===== src/rtl/emux_tx_sched.sv =====
// emux_tx_sched
// Head-of-chain scheduler for the Ethernet transmit client chain. Picks one
// requesting client at a time in round-robin order and emits the {m, p, octet}
// control stream: port high, port low (p strobe), two length octets, a data
// window of exactly L cycles (m high), then an inter-packet gap.

module emux_tx_sched #(
    parameter int                         n_clients = 4,
    parameter logic [n_clients*16-1:0]    ports     = {16'd1003, 16'd1002, 16'd1001, 16'd1000},
    parameter int                         jumbo_dw  = 14,
    parameter int                         ipg       = 12
) (
    input  logic                           clk,
    input  logic                           rst,
    input  logic [n_clients-1:0]           req,
    input  logic [n_clients*jumbo_dw-1:0]  len_flat,
    input  logic                           tx_ready,
    output logic [9:0]                     out_c,
    output logic                           grant,
    output logic [2:0]                     grant_idx,
    output logic                           busy
);

    // Shared DATA/GAP down-counter must hold both the largest length and ipg.
    localparam int IPG_W = $clog2(ipg + 1);
    localparam int CW    = (jumbo_dw > IPG_W) ? jumbo_dw : IPG_W;

    localparam logic [1:0] S_IDLE = 2'd0;
    localparam logic [1:0] S_HDR  = 2'd1;
    localparam logic [1:0] S_DATA = 2'd2;
    localparam logic [1:0] S_GAP  = 2'd3;

    localparam logic [9:0] W_IDLE = 10'h000;
    localparam logic [9:0] W_DATA = 10'h200;

    // Control state
    logic [1:0]          state_q, state_d;
    logic [1:0]          hdr_q, hdr_d;
    logic [CW-1:0]       cnt_q, cnt_d;
    logic [2:0]          last_q, last_d;

    // Latched packet parameters (data path, not reset)
    logic [15:0]         port_q, port_d;
    logic [jumbo_dw-1:0] len_q, len_d;

    // Registered outputs
    logic [9:0]          out_q, out_d;
    logic                grant_q, grant_d;
    logic [2:0]          gidx_q, gidx_d;
    logic                busy_q, busy_d;

    // Per-client lookup tables padded to 8 entries so a 3-bit index is always legal
    logic [15:0]         port_tab [8];
    logic [jumbo_dw-1:0] len_tab  [8];
    logic [7:0]          req8;

    // Arbitration result
    logic [2:0]          win_idx;
    logic                win_vld;

    // Length as 16 bits: upper octet is L[jumbo_dw-1:8] zero-extended
    logic [15:0]         len_ext;

    genvar gi;
    generate
        for (gi = 0; gi < 8; gi++) begin : g_tab
            if (gi < n_clients) begin : g_used
                assign port_tab[gi] = ports[16*gi +: 16];
                assign len_tab[gi]  = len_flat[jumbo_dw*gi +: jumbo_dw];
            end else begin : g_unused
                assign port_tab[gi] = 16'h0000;
                assign len_tab[gi]  = '0;
            end
        end
    endgenerate

    assign req8    = 8'(req);
    assign len_ext = 16'(len_q);

    // Round-robin search upward from last+1 with wrap; the smallest offset wins
    always_comb begin
        logic [3:0] cand;
        cand    = 4'd0;
        win_idx = 3'd0;
        win_vld = 1'b0;
        for (int off = n_clients; off >= 1; off--) begin
            cand = {1'b0, last_q} + 4'(off);
            if (cand >= 4'(n_clients)) begin
                cand = cand - 4'(n_clients);
            end
            if (req8[cand[2:0]]) begin
                win_idx = cand[2:0];
                win_vld = 1'b1;
            end
        end
    end

    // Next-state and next-output decode; outputs are registered so every word
    // appears one cycle after the decision that produced it
    always_comb begin
        logic arb_en;
        state_d = state_q;
        hdr_d   = hdr_q;
        cnt_d   = cnt_q;
        last_d  = last_q;
        port_d  = port_q;
        len_d   = len_q;
        out_d   = W_IDLE;
        grant_d = 1'b0;
        gidx_d  = gidx_q;
        busy_d  = busy_q;
        arb_en  = 1'b0;

        case (state_q)
            S_IDLE: begin
                arb_en = 1'b1;
            end
            S_HDR: begin
                // hdr_q names the header word currently on out_c
                case (hdr_q)
                    2'd0: begin
                        out_d = {2'b01, port_q[7:0]};
                        hdr_d = 2'd1;
                    end
                    2'd1: begin
                        out_d = {2'b00, len_ext[15:8]};
                        hdr_d = 2'd2;
                    end
                    2'd2: begin
                        out_d = {2'b00, len_ext[7:0]};
                        hdr_d = 2'd3;
                    end
                    default: begin
                        if (len_q != '0) begin
                            state_d = S_DATA;
                            cnt_d   = CW'(len_q);
                            out_d   = W_DATA;
                        end else begin
                            // Zero-length packet skips the data window entirely
                            state_d = S_GAP;
                            cnt_d   = CW'(ipg);
                        end
                    end
                endcase
            end
            S_DATA: begin
                // cnt_q counts the data cycles left including the one on out_c
                if (cnt_q == CW'(1)) begin
                    state_d = S_GAP;
                    cnt_d   = CW'(ipg);
                end else begin
                    cnt_d = cnt_q - CW'(1);
                    out_d = W_DATA;
                end
            end
            default: begin
                // Last gap cycle doubles as an arbitration slot so packets can
                // run back to back with exactly ipg idle cycles between them
                if (cnt_q == CW'(1)) begin
                    arb_en = 1'b1;
                end else begin
                    cnt_d = cnt_q - CW'(1);
                end
            end
        endcase

        if (arb_en) begin
            state_d = S_IDLE;
            busy_d  = 1'b0;
            if (tx_ready && win_vld) begin
                state_d = S_HDR;
                hdr_d   = 2'd0;
                busy_d  = 1'b1;
                grant_d = 1'b1;
                gidx_d  = win_idx;
                last_d  = win_idx;
                port_d  = port_tab[win_idx];
                len_d   = len_tab[win_idx];
                out_d   = {2'b00, port_tab[win_idx][15:8]};
            end
        end
    end

    // Control and output registers; reset drops any packet in flight
    always_ff @(posedge clk) begin
        if (rst) begin
            state_q <= S_IDLE;
            hdr_q   <= 2'd0;
            cnt_q   <= '0;
            last_q  <= 3'(n_clients - 1);
            out_q   <= W_IDLE;
            grant_q <= 1'b0;
            gidx_q  <= 3'd0;
            busy_q  <= 1'b0;
        end else begin
            state_q <= state_d;
            hdr_q   <= hdr_d;
            cnt_q   <= cnt_d;
            last_q  <= last_d;
            out_q   <= out_d;
            grant_q <= grant_d;
            gidx_q  <= gidx_d;
            busy_q  <= busy_d;
        end
    end

    // Latched port and length of the granted client; only meaningful while busy
    always_ff @(posedge clk) begin
        port_q <= port_d;
        len_q  <= len_d;
    end

    assign out_c     = out_q;
    assign grant     = grant_q;
    assign grant_idx = gidx_q;
    assign busy      = busy_q;

endmodule


===== config.mk =====
export PLATFORM = sky130hd
export DESIGN_NAME = emux_tx_sched
export DESIGN_NICKNAME = d
export VERILOG_FILES = /design/src/rtl/emux_tx_sched.sv
export SDC_FILE = /design/constraint.sdc
export NUM_CORES = 1
export LEC_CHECK = 0
export ABC_AREA = 1
export ABC_CLOCK_PERIOD_IN_PS = 2300
export BUFFER_PORTS_ARGS = -buffer_cell sky130_fd_sc_hd__clkbuf_2
export CAP_MARGIN = 30
export CORE_MARGIN = 3
export CORE_UTILIZATION = 55
export DETAILED_ROUTE_END_ITERATION = 10
export MAX_ROUTING_LAYER = met4
export PLACE_DENSITY = 0.81
export SKIP_LAST_GASP = 1
export SLEW_MARGIN = 30
export SYNTH_ARGS = -nofsm -noshare
export SYNTH_HDL_FRONTEND = slang
export SYNTH_SLANG_ARGS = --single-unit

===== constraint.sdc =====
create_clock -name clk -period 2.3 [get_ports clk]
set_input_delay 0.115 -clock clk [delete_from_list [all_inputs] [get_ports clk]]
set_output_delay 0.115 -clock clk [all_outputs]
set_load 0.03 [all_outputs]

==> metrics.md, run 1 <==
| Metric | Value |
|---|---|
| Die W | 86.0 µm |
| Grt ovf | 0 |
| Clock Pin Slew Worst Setup and Hold Paths | 0.09 ns |
| Hold Vio Cnt, Final | 0 |
| Max Root-Sink Buffers | 2 |
| Hold Path Depth | 2 |
| Nets | 670 |
| Dpl cells | 667 |
| CTS tree | yes |
| FF-to-FF setup slack | 0.23 ns |
| Pins Over Slew Limit | 0 |
| Min-delay worst type | input port to register |
| GP Congestion | 0.939 |
| Post-DP HPWL | 6.10 mm |
| Cell Rows | 28 |
| Kind of critical path | register to register |
| Tmin final | 2.07 ns |
| Min-delay src | rst |
| Status | finished, final reports clean |
| Final period utilization | 90.2% |
| Final std cells w/o fill | 675 |
| Fin area | 3990 µm² |
| Slowest CP cell | dfxtp_2 |
| Clock root buffer | clkbuf_8 |
| Most frequent CP cell | nand2_1 |
| Fin Clk Skew | 0.00813 ns |
| Core area | 6060 µm² |
| Mean Syn Cell Area | 6.65 µm² |
| Starting Density | 58.1% |
| Die area | 7400 µm² |
| Maxcap violations | 0 |
| Worst path cell trace | inv_2 > ha_1 > inv_1 > nand3_1 > inv_1 > nor2_1 > nand2_1 > nand2_1 > nand2_1 > nand2_1 > buf_12 > nand2_1 > nand3_1 > nand2_1 |
| Setup violators final | 0 |
| Yosys reg bits | 52 |
| Clk pwr share | 9.3% |
| Worst slew margin | 65.5% |
| Latest clock arrival within the worst-skew pair | 0.31 ns |
| Avg Vias per Cell | 5.15 |
| Vert. Die Dim | 86.0 µm |
| Pre-antenna DRT Iters | 5 |
| Routed WL | 7.79 mm |
| Synth Instances | 530 |
| Initial antenna violation count | 0 |
| Worst Setup Start Kind | register |
| Part of the power in registers | 30.3% |
| Hold EP | state_q[0] |
| Vias | 3477 |
| Synth warnings | 0 |
| Met3 Resource Use GR | 3.36% |
| Most frequent cells in the layout | 132 x nand2_1, 96 x inv_1, 78 x nand3_1 |
| Initial detailed-routing violation count | 184 |
| Switching part of the total | 49.5% |
| Met2 global-route usage | 36.0% |
| R2r worst-path depth | 14 |
| Gr usage total | 22.5% |
| First-pass GRT wire length | 13.4 mm |
| Pin count of the biggest net entering global routing | 31 |
| Synth-to-Final Area Change | 13.4% |
| Post-DR wirelength/cell | 11.5 µm |
| Yosys cell types | 32 |
| DP Area | 3890 µm² |
| FILL cells | 540 |
| Setup crit end kind | register |
| Critical Path AT | 2.14 ns |
| Int Power | 0.00279 W |
| P_leak | 2.19 nW |
| Max VDD drop | 0.809 mV |
| Sequential area share after synthesis | 34.4% |
| GR Util met1 | 29.4% |
| CTS Buf Count | 5 |
| Vias in the first global route | 3107 |
| Total net switching power | 0.00273 W |
| Post-DRT Antenna Nets | 0 |
| Reg2reg start | last_q[1] |
| Sink Count | 52 |
| F_max | 482 MHz |
| Pwr dens | 1380 nW/µm² |
| Layout cell share with drive strength beyond 1 | 19.8% |
| Logic gate share of total power | 60.4% |
| I/O pin cnt | 78 |
| Htree depth | 2 |
| Worst-path maximum fanout | 30 |
| Slew @ Worst Pin | 0.517 ns |
| Setup_tns | 0 ns |
| Fin util | 65.9% |
| Synth Net Count | 601 |
| Slowest cell delay on critical path | 0.38 ns |
| Required @ worst endpoint | 2.36 ns |
| Synthesized area | 3520 µm² |
| CTS Hold Buffers Added | 0 |
| DRC | 0 |
| Port buffer count | 77 |
| Ant diodes | 0 |
| Layer carrying the most global-route usage | met2 |
| Worst r2r dst | len_q[8] |
| RSZ-0062 raised after global routing | no |
| Most common cell after layout, fill and taps aside | nand2_1 |
## metrics by stage
step | setup WS [ns] | hold WS [ns] | total power, W
2_1_floorplan | 0.279 | 0.392 | 0.00439
3_3_place_gp | 0.235 | 0.416 | 0.00486
3_5_place_dp | 0.172 | 0.423 | 0.00495
4_1_cts | 0.157 | 0.0879 | 0.00546
5_1_grt | 0.0160 | 0.0998 | 0.00607
6_report | 0.226 | 0.0921 | 0.00552
## cell type report
type	instances	area [µm²]	share of cell area, %
clock buffers	5	68.8	1.72
inverters	102	392	9.81
well taps	75	93.8	2.35
repair buffers	83	450	11.3
flip-flops and latches	52	1210	30.4
clock inverters	3	17.5	0.439
multi-input cells	355	1760	44.0
## worst max path at each step
stage               startpoint        end  slack (ns)  cells after the start
floorplan            last_q[0]   len_q[0]        0.28                      9
global placement     last_q[0]   len_q[8]        0.23                     12
detailed placement   last_q[0]   len_q[8]        0.17                     12
CTS                  last_q[0]   len_q[8]        0.16                     12
global route        state_q[1]  cnt_q[13]        0.02                      9
finish               last_q[1]   len_q[8]        0.23                     14
## worst max-delay path, delay by kind of cell, from the launching register on
kind	cells	cell delay [ns]
and+or+nand+nor	9	0.69
DFF	1	0.38
buffers and inverters	4	0.38
adders and majority gates	1	0.37
## Yosys cell counts (all sizes together)
cell | number | area [µm²]
a21oi | 41 | 209
o21ai | 24 | 120
nor2 | 35 | 149
inv | 102 | 388
nand3 | 82 | 430
nand3b | 1 | 7.51
a221oi | 2 | 17.5
clkbuf | 4 | 15.0
xor2 | 6 | 52.6
nor3 | 2 | 10.0
conb | 1 | 3.75
a211oi | 1 | 7.51
a21boi | 2 | 30.0
buf | 17 | 156
xnor2 | 3 | 26.3
dfxtp | 35 | 701
ha | 8 | 100
nand2 | 141 | 552
edfxtp | 17 | 510
nor4 | 1 | 6.26
nand4 | 5 | 31.3
## flip-flops by register name, summed over array words and instances, names as in the netlist
register and flops:
grant_idx 2, out_c 10, state_q 2, hdr_q 2
last_q 3, len_q 14, port_q 3, cnt_q 14
grant 1, busy 1
## power groups by stage
| stage | Sequential [W] | Clock (W) | Combinational [W] |
|---|---|---|---|
| 2_1_floorplan | 0.00171 | 0 | 0.00268 |
| 3_5_place_dp | 0.00168 | 0 | 0.00326 |
| 3_3_place_gp | 0.00167 | 0 | 0.00318 |
| 6_report | 0.00167 | 0.000512 | 0.00333 |
| 4_1_cts | 0.00166 | 0.000523 | 0.00328 |
| 5_1_grt | 0.00171 | 0.000558 | 0.00380 |
## cell families after synthesis
| family | Yosys count | share of synthesized area, % |
|---|---|---|
| xor+xnor | 9 | 2.24 |
| flops | 52 | 34.4 |
| buf+inv | 123 | 15.9 |
| fa+ha+maj | 8 | 2.84 |
| compound gates | 70 | 10.9 |
| other cells | 1 | 0.106 |
| simple gates | 267 | 33.7 |
## per-layer routing
layer  wire [µm]  part of all wire (%)
met1        3590                    46
met2        3620                    46
met3         473                   6.1
met4         104                   1.3
met5           0                     0
## repair_timing
| action | 4_1_cts | 5_1_grt |
|---|---|---|
| endpoints found under the setup margin | 0 | 18 |
| buffers inserted | 0 | 0 |
| gates resized for setup | 0 | 6 |
(Power assumes the default switching activity.)
==> inputs of run 2 (changes only) <==
- PLACE_DENSITY: 0.81 -> not set
- PLACE_DENSITY_LB_ADDON: not set -> 0.15
==> run 2 against run 1 <==
  * Final area grew 0.72%
  * Wire length is 2.6% higher
  * Register-to-register slack about the same
  * Count of clock-buffer cells in the layout did not move
  * Sequential share of layout area down 0.22 points
  * Critical path depth did not move
  * Worst setup slack got worse by 0.0080 ns
  * Largest power group unchanged
==> metrics.md, run 2 (synthesis results as in run 1) <==
| Metric | Value |
|---|---|
| Status | finished, final reports clean |
| Starting Density | 58.1% (unchanged) |
| Worst Setup Start Kind | register |
| Vias in the first global route | 3201 (+3.0%) |
| Layout cell share with drive strength beyond 1 | 20.0% (+0.17 points) |
| Post-DR wirelength/cell | 11.8 µm (+2.6%) |
| Cell Rows | 28 (unchanged) |
| Required @ worst endpoint | 2.37 ns (about the same) |
| RSZ-0062 raised after global routing | no |
| Pre-antenna DRT Iters | 5 (unchanged) |
| Ant diodes | 0 (unchanged) |
| Worst-path maximum fanout | 30 (unchanged) |
| Grt ovf | 0 (unchanged) |
| Post-DP HPWL | 6.22 mm (+1.9%) |
| Clk pwr share | 11.5% (+2.2 points) |
| Vert. Die Dim | 86.0 µm (unchanged) |
| Clock root buffer | clkbuf_8 |
| Post-DRT Antenna Nets | 0 (unchanged) |
| Max Root-Sink Buffers | 2 (unchanged) |
| Nets | 670 (unchanged) |
| Setup_tns | 0 ns (unchanged) |
| Reg2reg start | last_q[1] |
| FF-to-FF setup slack | 0.22 ns (about the same) |
| M1 WL | 3.64 mm (+1.5%) |
| Vias | 3474 (-0.086%) |
| Most frequent CP cell | nand2_1 |
| Clock Pin Slew Worst Setup and Hold Paths | 0.10 ns (about the same) |
| Initial antenna violation count | 0 (unchanged) |
| Pin count of the biggest net entering global routing | 31 (unchanged) |
| Routed WL | 7.99 mm (+2.6%) |
| CTS tree | yes |
| P_leak | 2.19 nW (+0.40%) |
| Crit path launch | last_q[1] |
| Fin Clk Skew | 0.00740 ns (-0.000735 ns) |
| Met3 routed WL | 470 µm (-0.63%) |
| Sink Count | 52 (unchanged) |
| Kind of critical path | register to register |
| Latest clock arrival within the worst-skew pair | 0.31 ns (about the same) |
| CTS Hold Buffers Added | 0 (unchanged) |
| Avg Vias per Cell | 5.15 (about the same) |
| Core area | 6060 µm² (unchanged) |
| Max VDD drop | 0.716 mV (-12%) |
| Maxcap violations | 0 (unchanged) |
| Htree depth | 2 (unchanged) |
| Routed wl met2 | 3.70 mm (+2.2%) |
| Most common cell after layout, fill and taps aside | nand2_1 |
| Final period utilization | 90.5% (+0.35 points) |
| Critical Path AT | 2.15 ns (about the same) |
| Slowest cell delay on critical path | 0.38 ns (about the same) |
| Gr usage total | 22.8% (+0.36 points) |
| Post-CTS setup buffer count | 0 (unchanged) |
| Logic gate share of total power | 58.8% (-1.6 points) |
| Top Family by Delay on Critical Path | simple AND/OR/NAND/NOR gates |
| Int Power | 0.00290 W (+4.1%) |
| Setup crit end kind | register |
| Worst path cell trace | inv_2 > ha_1 > inv_1 > nand3_1 > inv_1 > nor2_1 > nand2_1 > nand2_1 > nand2_1 > nand2_1 > buf_12 > nand2_1 > nand3_1 > nand2_1 |
| Pwr dens | 1400 nW/µm² (+1.6%) |
| Min-delay src | rst |
| Die W | 86.0 µm (unchanged) |
| Pins Over Slew Limit | 0 (unchanged) |
| Max layer used | met4 |
| DRC | 0 (unchanged) |
| Slowest CP cell | dfxtp_2 |
| CTS Buf Count | 5 (unchanged) |
| Port buffer count | 77 (unchanged) |
| Part of the power in registers | 29.6% (-0.7 points) |
| Setup violators final | 0 (unchanged) |
| I/O pin cnt | 78 (unchanged) |
| Min-delay worst type | input port to register |
| Hold Vio Cnt, Final | 0 (unchanged) |
| Die area | 7400 µm² (unchanged) |
| Fin Hold WS | 0.0836 ns (-0.00851 ns) |
| Most frequent cells in the layout | 132 x nand2_1, 96 x inv_1, 78 x nand3_1 |
| GP Congestion | 0.951 (+1.3%) |
| Tmin final | 2.08 ns (+0.00796 ns) |
| First-pass GRT wire length | 13.7 mm (+1.7%) |
| Synth-to-Final Area Change | 14.2% |
| CP bufs+invs | 4 (unchanged) |
| Fin util | 66.4% (+0.47 points) |
| F_max | 480 MHz (-0.38%) |
| Total net switching power | 0.00275 W (+0.55%) |
| Switching part of the total | 48.6% (-0.86 points) |
| Initial detailed-routing violation count | 148 (-20%) |
run 2: cell types whose count changed in the layout (fill, tap and decap cells not counted), sizes merged:
| cell | delta |
|---|---|
| bufinv | +1 |
| clkinvlp | +1 |
| clkinv | -2 |
run 2: routing by layer:
metal / vias to the layer above / track usage, %
met5: - / -
met4: 0 / 7.63
met3: 19 / 3.46
met2: 132 / 35.5
met1: 1514 / 30.4
li1: 1809 / -
run 2: path summary, 6_finish.rpt:
check / endpoint / cells past startpoint
worst max-delay path: len_q[0] / 14
worst max register to register: len_q[0] / 14
worst min-delay path: state_q[0] / 2
worst min register to register: busy / 2
run 2: metrics by stage:
step                      power, W  area [µm²]  cells  setup WS, ns
final                      0.00565        4020    675         0.218
after global routing       0.00620        4020    675        0.0255
after CTS                  0.00557        4000    675         0.174
after detailed placement   0.00492        3890    667         0.185
after global placement     0.00485        3890    667         0.254
after floorplan            0.00439        3520    530         0.279
run 2: area by class of cell:
| cell class | count | area, µm² |
|---|---|---|
| sequential | 52 | 1210 |
| tap | 75 | 93.8 |
| timing repair buffer | 83 | 450 |
| clock buffer | 5 | 68.8 |
| inverter | 102 | 392 |
| fill | 560 | 2040 |
| clock inverter | 3 | 46.3 |
| multi-input combinational | 355 | 1760 |
run 2: power by group through the flow:
stage | logic, W | clock network (W) | registers (W)
after detailed placement | 0.00324 | 0 | 0.00168
final | 0.00332 | 0.000651 | 0.00167
after floorplan | 0.00268 | 0 | 0.00171
after global routing | 0.00381 | 0.000691 | 0.00171
after global placement | 0.00318 | 0 | 0.00167
after CTS | 0.00325 | 0.000659 | 0.00166
run 2: what timing repair did:
item                                    4_1_cts  5_1_grt
gates resized for setup                       0        6
endpoints found under the setup margin        0       16
endpoints found under the hold margin         0        0
